File: config.mk
export PLATFORM = sky130hd
export DESIGN_NAME = deserializer
export DESIGN_NICKNAME = d
export VERILOG_FILES = /design/src/rtl/deserializer.sv
export SDC_FILE = /design/constraint.sdc
export NUM_CORES = 1
export LEC_CHECK = 0
export ABC_AREA = 1
export ABC_CLOCK_PERIOD_IN_PS = 3500
export CAP_MARGIN = 5
export CORE_MARGIN = 2
export CORE_UTILIZATION = 61
export CTS_CLUSTER_DIAMETER = 100
export DETAILED_ROUTE_END_ITERATION = 16
export PLACE_DENSITY = 0.87
export SYNTH_ARGS = -nofsm -noshare
export SYNTH_HDL_FRONTEND = slang
export SYNTH_SLANG_ARGS = --single-unit
File: constraint.sdc
create_clock -name clk_i -period 3.5 [get_ports clk_i]
set_clock_uncertainty 0.2 [all_clocks]
set_input_delay 0.7 -clock clk_i [delete_from_list [all_inputs] [get_ports clk_i]]
set_output_delay 0.7 -clock clk_i [all_outputs]
set_load 0.01 [all_outputs]
File: src/rtl/deserializer.sv
// Serial-to-parallel receiver: packs an MSB-first bit stream into DATA_W-bit words,
// pulsing each full word or left-justified partial tail for one cycle.
module deserializer #(
  parameter int DATA_W     = 16,
  parameter int DATA_MOD_W = 4
) (
  input  logic                  clk_i,
  input  logic                  arst_n_i,
  input  logic                  ser_data_i,
  input  logic                  ser_data_val_i,
  output logic [DATA_W-1:0]     deser_data_o,
  output logic [DATA_MOD_W-1:0] deser_data_mod_o,
  output logic                  deser_data_val_o
);

  localparam int CNT_W = DATA_MOD_W + 1;
  localparam logic [CNT_W-1:0] LAST_CNT = CNT_W'(DATA_W - 1);
  localparam logic [CNT_W-1:0] FULL_CNT = CNT_W'(DATA_W);
  localparam logic [CNT_W-1:0] ONE_CNT  = CNT_W'(1);

  logic [CNT_W-1:0]      cnt_q, cnt_d;
  logic [DATA_W-1:0]     shift_q, shift_d;
  logic [DATA_W-1:0]     shifted_in;
  logic [DATA_W-1:0]     flush_word;
  logic [CNT_W-1:0]      flush_amt;
  logic [DATA_W-1:0]     data_d;
  logic [DATA_MOD_W-1:0] mod_d;
  logic                  val_d;

  always_comb begin
    shifted_in = {shift_q[DATA_W-2:0], ser_data_i};
    flush_amt  = FULL_CNT - cnt_q;
    // Partial bits sit right-aligned in the shift register; move them to the top.
    flush_word = shift_q << flush_amt;

    cnt_d   = cnt_q;
    shift_d = shift_q;
    data_d  = deser_data_o;
    mod_d   = deser_data_mod_o;
    val_d   = 1'b0;

    if (ser_data_val_i) begin
      if (cnt_q == LAST_CNT) begin
        data_d  = shifted_in;
        mod_d   = '0;
        val_d   = 1'b1;
        cnt_d   = '0;
        shift_d = '0;
      end else begin
        shift_d = shifted_in;
        cnt_d   = cnt_q + ONE_CNT;
      end
    end else if (cnt_q != '0) begin
      data_d  = flush_word;
      mod_d   = cnt_q[DATA_MOD_W-1:0];
      val_d   = 1'b1;
      cnt_d   = '0;
      shift_d = '0;
    end
  end

  always_ff @(posedge clk_i or negedge arst_n_i) begin
    if (!arst_n_i) begin
      cnt_q            <= '0;
      shift_q          <= '0;
      deser_data_o     <= '0;
      deser_data_mod_o <= '0;
      deser_data_val_o <= 1'b0;
    end else begin
      cnt_q            <= cnt_d;
      shift_q          <= shift_d;
      deser_data_o     <= data_d;
      deser_data_mod_o <= mod_d;
      deser_data_val_o <= val_d;
    end
  end

endmodule

-- Word level (Yosys, flattened, before mapping)
Cells that the tools add are included.
- register bits: 42
- input bits: 4
- logic and storage cells: 28
- add/sub/neg operators: 2
- eq/ne operators: 2
- shift operators: 1
- mux-type cells: 15
- reductions and logical operators: 3
- operators with widths (cell ; count):
    $mux 16 ; 6
    $shl 16x5->16 ; 1
    $mux 5 ; 3
    $mux 4 ; 3
    $add 5x1->5 const B ; 1
    $eq 5x4->1 const B ; 1
    $reduce_bool 5->1 ; 1
    $sub 5x5->5 const A ; 1
    $mux 1 ; 3
    $ne 2x1->1 const B ; 1
    $reduce_and 2->1 ; 1
    $reduce_bool 2->1 ; 1

-- Logic depth before layout (Yosys ltp)
Gate-level depths: netlist of the first run.
- word-level depth: 4
- depth in mapped cells: 17
- mapped depth without buffers: 13

-- Least setup slack after synthesis of the first run
Ideal clock, no wire load.
- path kind: flip-flop to flip-flop
- start point: register cnt_q[0]
- end point: register deser_data_o[14]
- arrival: 2.042 ns
- path slack: 1.145 ns
- cell stages (with the launch flop): 18
- path buffers: 4
- path through: dfrtp_1 > buf_4 > inv_2 > buf_6 > buf_6 > ha_1 > nand2_2 > nor2_1 > ha_1 > nor2_1 > inv_1 > nand2_4 > inv_2 > buf_6 > nor2_2 > nand3_1 > nand2_1 > inv_1
- word-level cells in the longest chain between the ends: 4
- elaborated cells between the ends (all ways): 9
- classes of those cells: add/sub: 1; eq/ne: 2; shift: 1; mux: 2; reduce/logical: 3
- RTL lines (item ; RTL line ; text):
    start, declared ; 21 ; logic [CNT_W-1:0] cnt_q, cnt_d;
    start signal, assigned ; 70 ; cnt_q <= cnt_d;
    $sub 5x5->5 ; 32 ; flush_amt = FULL_CNT - cnt_q;
    $shl 16x5->16 ; 34 ; flush_word = shift_q << flush_amt;
    $mux 16 ; 53 ; end else if (cnt_q != '0) begin
    $mux 16 ; 42 ; if (ser_data_val_i) begin
    end signal, assigned ; 72 ; deser_data_o <= data_d;
    end, declared ; 11 ; output logic [DATA_W-1:0] deser_data_o,
Parallel ways exist; a longest one is shown, timed or not. The select of a mux whose other input is x is not followed.
A chain may end at the register's enable or synchronous reset.

-- Final worst setup path of the first run
- start point: register cnt_q[0]
- end point: register cnt_q[1]
- word-level cells in the longest chain between the ends: 3
- elaborated cells between the ends (all ways): 6
- classes of those cells: add/sub: 1; eq/ne: 1; mux: 2; reduce/logical: 2
- RTL lines (item ; RTL line ; text):
    $add 5x1->5 / $eq 5x4->1 (equally long branches) ; 51, 43 ;
    $mux 5 ; 43 ; if (cnt_q == LAST_CNT) begin
    $mux 5 ; 42 ;
Parallel ways exist; a longest one is shown, timed or not.

==> impl_metrics.env, run 1 <==
export IMPL_status="completed"
export IMPL_finalCritPeriodShare=0.870
export IMPL_synthTopCellsByArea="dfrtp_1, nand2_1, nand3_1, o21ai_0, nor2_1"
export IMPL_drtPass1Iterations=6
export IMPL_cts_root_buffer="clkbuf_8"
export IMPL_maxCapViolCount=0
export IMPL_grtUsageTotal=0.306
export IMPL_route_final_wire_length_mm=6.35
export IMPL_multi_input_area_sq_um=1260
export IMPL_grt_max_degree=43
export IMPL_grt_pass1_vias=2229
export IMPL_setup_viol=0
export IMPL_crit_type="reg2reg"
export IMPL_rsz0062_at_grt="no"
export IMPL_hpwl_mm=4.51
export IMPL_coreArea_sq_um=4000
export IMPL_postSynthAreaPerCell_sq_um=7.13
export IMPL_utilization=0.702
export IMPL_rr_startpoint="cnt_q[0]"
export IMPL_die_w_um=68.4
export IMPL_fp_dieH_um=68.4
export IMPL_start_kind="flip-flop"
export IMPL_avgRoutedWirePerCell_um=15.1
export IMPL_hold_path_depth=2
export IMPL_leakagePower_uw=0.00133
export IMPL_r2r_end="cnt_q[1]"
export IMPL_synth_top_area_cell="dfrtp_1"
export IMPL_hold_viol=0
export IMPL_synthArstFlopShare=1.00
export IMPL_place_gp_congestion=0.957
export IMPL_syn2layout_area_growth_pct=11.0
export IMPL_endpoint_kind="flip-flop"
export IMPL_cts_tree="built"
export IMPL_rr_worst_depth=9
export IMPL_dpl_cell_count=414
export IMPL_num_antenna_cells=0
export IMPL_cts_resized=0
export IMPL_cts_setup_buffers=0
export IMPL_ff2ff_setup_slack_ns=0.45
export IMPL_rows=23
export IMPL_hold_buffers=0
export IMPL_dieArea_sq_um=4680
export IMPL_vias=2510
export IMPL_clock_sinks=42
export IMPL_ys_ff_latch=42
export IMPL_final_layout_size_suffix_gt1_frac=0.0728
export IMPL_vias_per_cell=5.96
export IMPL_fillers=351
export IMPL_grt_pass1_wl_mm=10.5
export IMPL_synth_distinct_cells=29
export IMPL_synth_warnings=0
export IMPL_regArea_sq_um=1050
export IMPL_synth_edf_count=0
export IMPL_clock_latency_ns=0.29
export IMPL_ys_seq_area_frac=0.415
export IMPL_grt_remaining_overflow=0
export IMPL_htree_levels=2
export IMPL_synthCells=355
export IMPL_cts_buffers=5
export IMPL_fin_area_sq_um=2810
export IMPL_path_clk_slew_ns=0.08
export IMPL_slew_headroom=0.231
export IMPL_port_buffers=24
export IMPL_dpl_cell_area_sq_um=2730
export IMPL_worst_slew_pin_slew_ns=1.15
export IMPL_fin_setup_tns_ns=0
export IMPL_final_instance_count_excl_fill=421
export IMPL_ios=25
export IMPL_arrival_ns=3.05
export IMPL_power_density_nw_per_um2=879
export IMPL_first_iter_violations=384
export IMPL_synth_top_flop_cell="dfrtp_1"
export IMPL_holdPathEnd="deser_data_mod_o[1]"
export IMPL_drc=0
export IMPL_crit_fanout=21
export IMPL_synthesis_area_sq_um=2530
export IMPL_cp_data_required_time_ns=3.50
export IMPL_num_nets_final=378
export IMPL_hp_class="reg2reg"
export IMPL_fin_crit_ns=3.05
export IMPL_hold_path_startpoint="deser_data_mod_o[1]"
export IMPL_synth_nets=362
export IMPL_synth_top_cell_area_share=0.415
export IMPL_cts_buffer_depth=2
export IMPL_antenna_found_initial=0
export IMPL_slew_viol_final=0
export IMPL_antenna_left=0
export IMPL_vdd_drop_max_mv=0.479
export IMPL_max_clock_freq_mhz=328
export IMPL_start_util=0.632
## critical path, stage by stage (launching register included)
cell	delay, ns
dfrtp_1	0.40
inv_2	0.29
ha_1	0.26
nand2_2	0.09
nor2_1	0.10
ha_1	0.21
inv_1	0.05
nor2_1	0.86
inv_1	0.25
o22ai_1	0.25
## per-layer routing
| layer | up-vias | track usage | routed length [um] |
|---|---|---|---|
| met5 | - | 0 | 0 |
| met4 | 0 | 0.123 | 261 |
| met3 | 35 | 0.0559 | 557 |
| met2 | 158 | 0.500 | 2980 |
| met1 | 1139 | 0.398 | 2550 |
| li1 | 1178 | - | - |
## worst max path at each step
stage,startpoint,end,slack [ns],depth (start not counted)
global placement,cnt_q[0],cnt_q[1],0.77,9
detailed placement,cnt_q[0],cnt_q[1],0.55,9
finish,cnt_q[0],cnt_q[1],0.45,9
floorplan,cnt_q[0],deser_data_o[14],1.14,17
global route,cnt_q[0],cnt_q[1],0.25,9
CTS,cnt_q[0],cnt_q[1],0.55,9
## logic make-up after synthesis
kind of cell | count (synthesis) | share of synthesized area
buffers and inverters | 44 | 0.0880
DFF | 42 | 0.415
adders and majority gates | 3 | 0.0148
xor gates and xnor gates | 1 | 0.00346
and+or+nand+nor | 223 | 0.387
AOI/OAI and AO/OA | 42 | 0.0910
## power by group
| part | internal [uW] | switching (uW) |
|---|---|---|
| combinational | 545 | 905 |
| sequential | 625 | 92.5 |
| clock | 137 | 165 |
| total | 1310 | 1160 |
## layout by cell type, fill, tap and decap left out, drive strengths merged
cell type,count
nor3,1
nand3,54
a211oi,1
dfrtp,42
or2,4
a31oi,4
a21oi,11
clkinv,1
buf,4
nand2,136
o32ai,1
ha,3
clkinvlp,1
nor2,28
o21ai,20
inv,25
clkbuf,6
o31ai,2
xor2,1
clkdlybuf4s50,23
o22ai,3
## through the flow
stage / hold slack (ns) / setup WS [ns] / power, uW
after floorplan: 0.204 / 1.14 / 1730
after global placement: 0.263 / 0.773 / 2110
after detailed placement: 0.272 / 0.555 / 2150
after CTS: 0.292 / 0.547 / 2450
after global routing: 0.343 / 0.250 / 2660
final: 0.290 / 0.454 / 2470
## registers in the layout, indices dropped and copies added (netlist names)
signal	count
deser_data_o	16
shift_q	16
cnt_q	5
deser_data_mod_o	4
deser_data_val_o	1
## synth_stat cells (2+ instances only)
library cell  count
a21oi_1          11
a31oi_1           4
buf_2             5
buf_4             3
buf_6             5
clkbuf_1          5
dfrtp_1          42
ha_1              3
inv_1            22
inv_2             2
nand2_1         131
nand2_2           3
nand2_4           2
nand3_1          53
nor2_1           24
nor2_2            2
o21ai_0          20
o22ai_1           3
o31ai_1           2
or2_2             4
## final cells by class
cell class | count | area share
Sequential cell | 42 | 0.374
Tap cell | 50 | 0.0223
Clock inverter | 1 | 0.00267
Inverter | 26 | 0.0357
Timing Repair Buffer | 27 | 0.0918
Clock buffer | 6 | 0.0258
Multi-Input combinational cell | 269 | 0.447
No activity file was read; power rests on OpenSTA's default activity.
==> run 2, diff against run 1 <==
--- a/config.mk
+++ b/config.mk
@@ -9,10 +9,11 @@
 export ABC_CLOCK_PERIOD_IN_PS = 3500
 export CAP_MARGIN = 5
 export CORE_MARGIN = 2
-export CORE_UTILIZATION = 61
+export CORE_UTILIZATION = 66
 export CTS_CLUSTER_DIAMETER = 100
 export DETAILED_ROUTE_END_ITERATION = 16
-export PLACE_DENSITY = 0.87
+export DONT_BUFFER_PORTS = 1
+export PLACE_DENSITY = 0.88
 export SYNTH_ARGS = -nofsm -noshare
 export SYNTH_HDL_FRONTEND = slang
 export SYNTH_SLANG_ARGS = --single-unit
==> run 2 against run 1 <==
Net effect:
- critical path type unchanged
- via count fell by 5.6%
- die area is 7.1% lower
- non-clock buffer count fell by 24
- design area fell by 8.1%
- utilization is 0.31 points higher
- wire length down 2.5%
- first-iteration DRC count decreased by 36%
- register-to-register slack improved by 0.32 ns
==> impl_metrics.env, run 2 (synthesis gave the netlist of run 1 again) <==
export IMPL_status="completed"
export IMPL_whs_ns=0.0375
export IMPL_dp_slack_ns=0.871
export IMPL_place_gp_congestion=0.970
export IMPL_die_w_um=65.9
export IMPL_cts_setup_buffers=0
export IMPL_max_clock_freq_mhz=367
export IMPL_grt_pass1_wl_mm=10.1
export IMPL_ff2ff_setup_slack_ns=0.78
export IMPL_finalCritPeriodShare=0.778
export IMPL_drtPass1Iterations=6
export IMPL_crit_type="reg2reg"
export IMPL_cts_tree="built"
export IMPL_fin_ws_ns=0.778
export IMPL_start_kind="flip-flop"
export IMPL_slew_viol_final=0
export IMPL_hp_class="in2async"
export IMPL_grt_max_degree=43
export IMPL_vias=2370
export IMPL_cts_buffer_depth=2
export IMPL_cts_resized=0
export IMPL_fin_crit_ns=2.72
export IMPL_cp_data_required_time_ns=3.54
export IMPL_hpwl_mm=4.42
export IMPL_antenna_found_initial=0
export IMPL_p_total_uw=2210
export IMPL_syn2layout_area_growth_pct=2.03
export IMPL_clock_latency_ns=0.30
export IMPL_grt_remaining_overflow=0
export IMPL_final_layout_size_suffix_gt1_frac=0.0778
export IMPL_avgRoutedWirePerCell_um=15.7
export IMPL_grtUsageTotal=0.308
export IMPL_reg_largest_list="deser_data_o x16, shift_q x16, cnt_q x5"
export IMPL_hold_buffers=1
export IMPL_start_util=0.691
export IMPL_slew_headroom=0.586
export IMPL_crit_fanout=21
export IMPL_route_final_wire_length_mm=6.19
export IMPL_vias_per_cell=6.00
export IMPL_final_common_cell="nand2_1"
export IMPL_vdd_drop_max_mv=0.610
export IMPL_power_density_nw_per_um2=856
export IMPL_cts_buffers=5
export IMPL_num_antenna_cells=0
export IMPL_antenna_left=0
export IMPL_worst_slew_pin_slew_ns=0.619
export IMPL_htree_levels=2
export IMPL_hold_viol=0
export IMPL_coreArea_sq_um=3660
export IMPL_cts_root_buffer="clkbuf_8"
export IMPL_ios=25
export IMPL_fp_dieH_um=65.9
export IMPL_num_nets_final=354
export IMPL_setup_viol=0
export IMPL_fin_setup_tns_ns=0
export IMPL_path_clk_slew_ns=0.08
export IMPL_rsz0062_at_grt="no"
export IMPL_clock_sinks=42
export IMPL_dieArea_sq_um=4340
export IMPL_endpoint_kind="flip-flop"
export IMPL_arrival_ns=2.76
export IMPL_leakagePower_uw=0.00125
export IMPL_final_cell_mix="nand2_1, nand3_1, dfrtp_1"
export IMPL_rows=22
export IMPL_maxCapViolCount=0
export IMPL_port_buffers=0
export IMPL_first_iter_violations=244
export IMPL_utilization=0.705
export IMPL_grt_pass1_vias=2133
export IMPL_drc=0
-- run 2: final timing paths --
| kind | startpoint | end | cells past startpoint |
|---|---|---|---|
| worst max-delay path | cnt_q[0] | deser_data_o[13] | 10 |
| worst min-delay path | arst_n_i | deser_data_mod_o[3] | 1 |
| worst max register to register | cnt_q[0] | deser_data_o[13] | 10 |
| worst min register to register | shift_q[15] | shift_q[15] | 2 |
| max in group asynchronous | arst_n_i | deser_data_o[11] | 1 |
| min in group clk_i | ser_data_val_i | deser_data_mod_o[3] | 1 |
-- run 2: power breakdown --
| part | leakage (uW) | internal, uW | switching, uW |
|---|---|---|---|
| Sequential | 0.000547 | 626 | 166 |
| Clock | 0.0000438 | 134 | 165 |
| Combinational | 0.000662 | 358 | 761 |
-- run 2: final cells by class --
class | instances | area, sq um
clock inverters | 2 | 10.0
repair buffers | 3 | 35.0
flip-flops and latches | 42 | 1050
clock buffers | 5 | 68.8
multi-input cells | 269 | 1260
fillers | 317 | 1080
inverters | 26 | 100
well taps | 48 | 60.1
-- run 2: metal layers --
layer,wire [um],track usage
met5,0,0
met4,131,0.109
met3,521,0.0511
met2,2870,0.491
met1,2660,0.425
-- run 2: worst max-delay path: stages (launching register included) --
cell and delay [ns]:
dfrtp_1 0.39, inv_2 0.25, ha_1 0.52, clkinv_1 0.53, nand3_1 0.28, nand3_1 0.10, nand2_1 0.09, nand2_1 0.07
nand3_1 0.12, nand2_1 0.05, inv_1 0.05
-- run 2: through the flow --
stage / cells / cell area (sq um)
6_report: 395 / 2580
5_1_grt: 395 / 2580
4_1_cts: 395 / 2580
3_5_place_dp: 387 / 2480
3_3_place_gp: 387 / 2480
2_1_floorplan: 355 / 2530
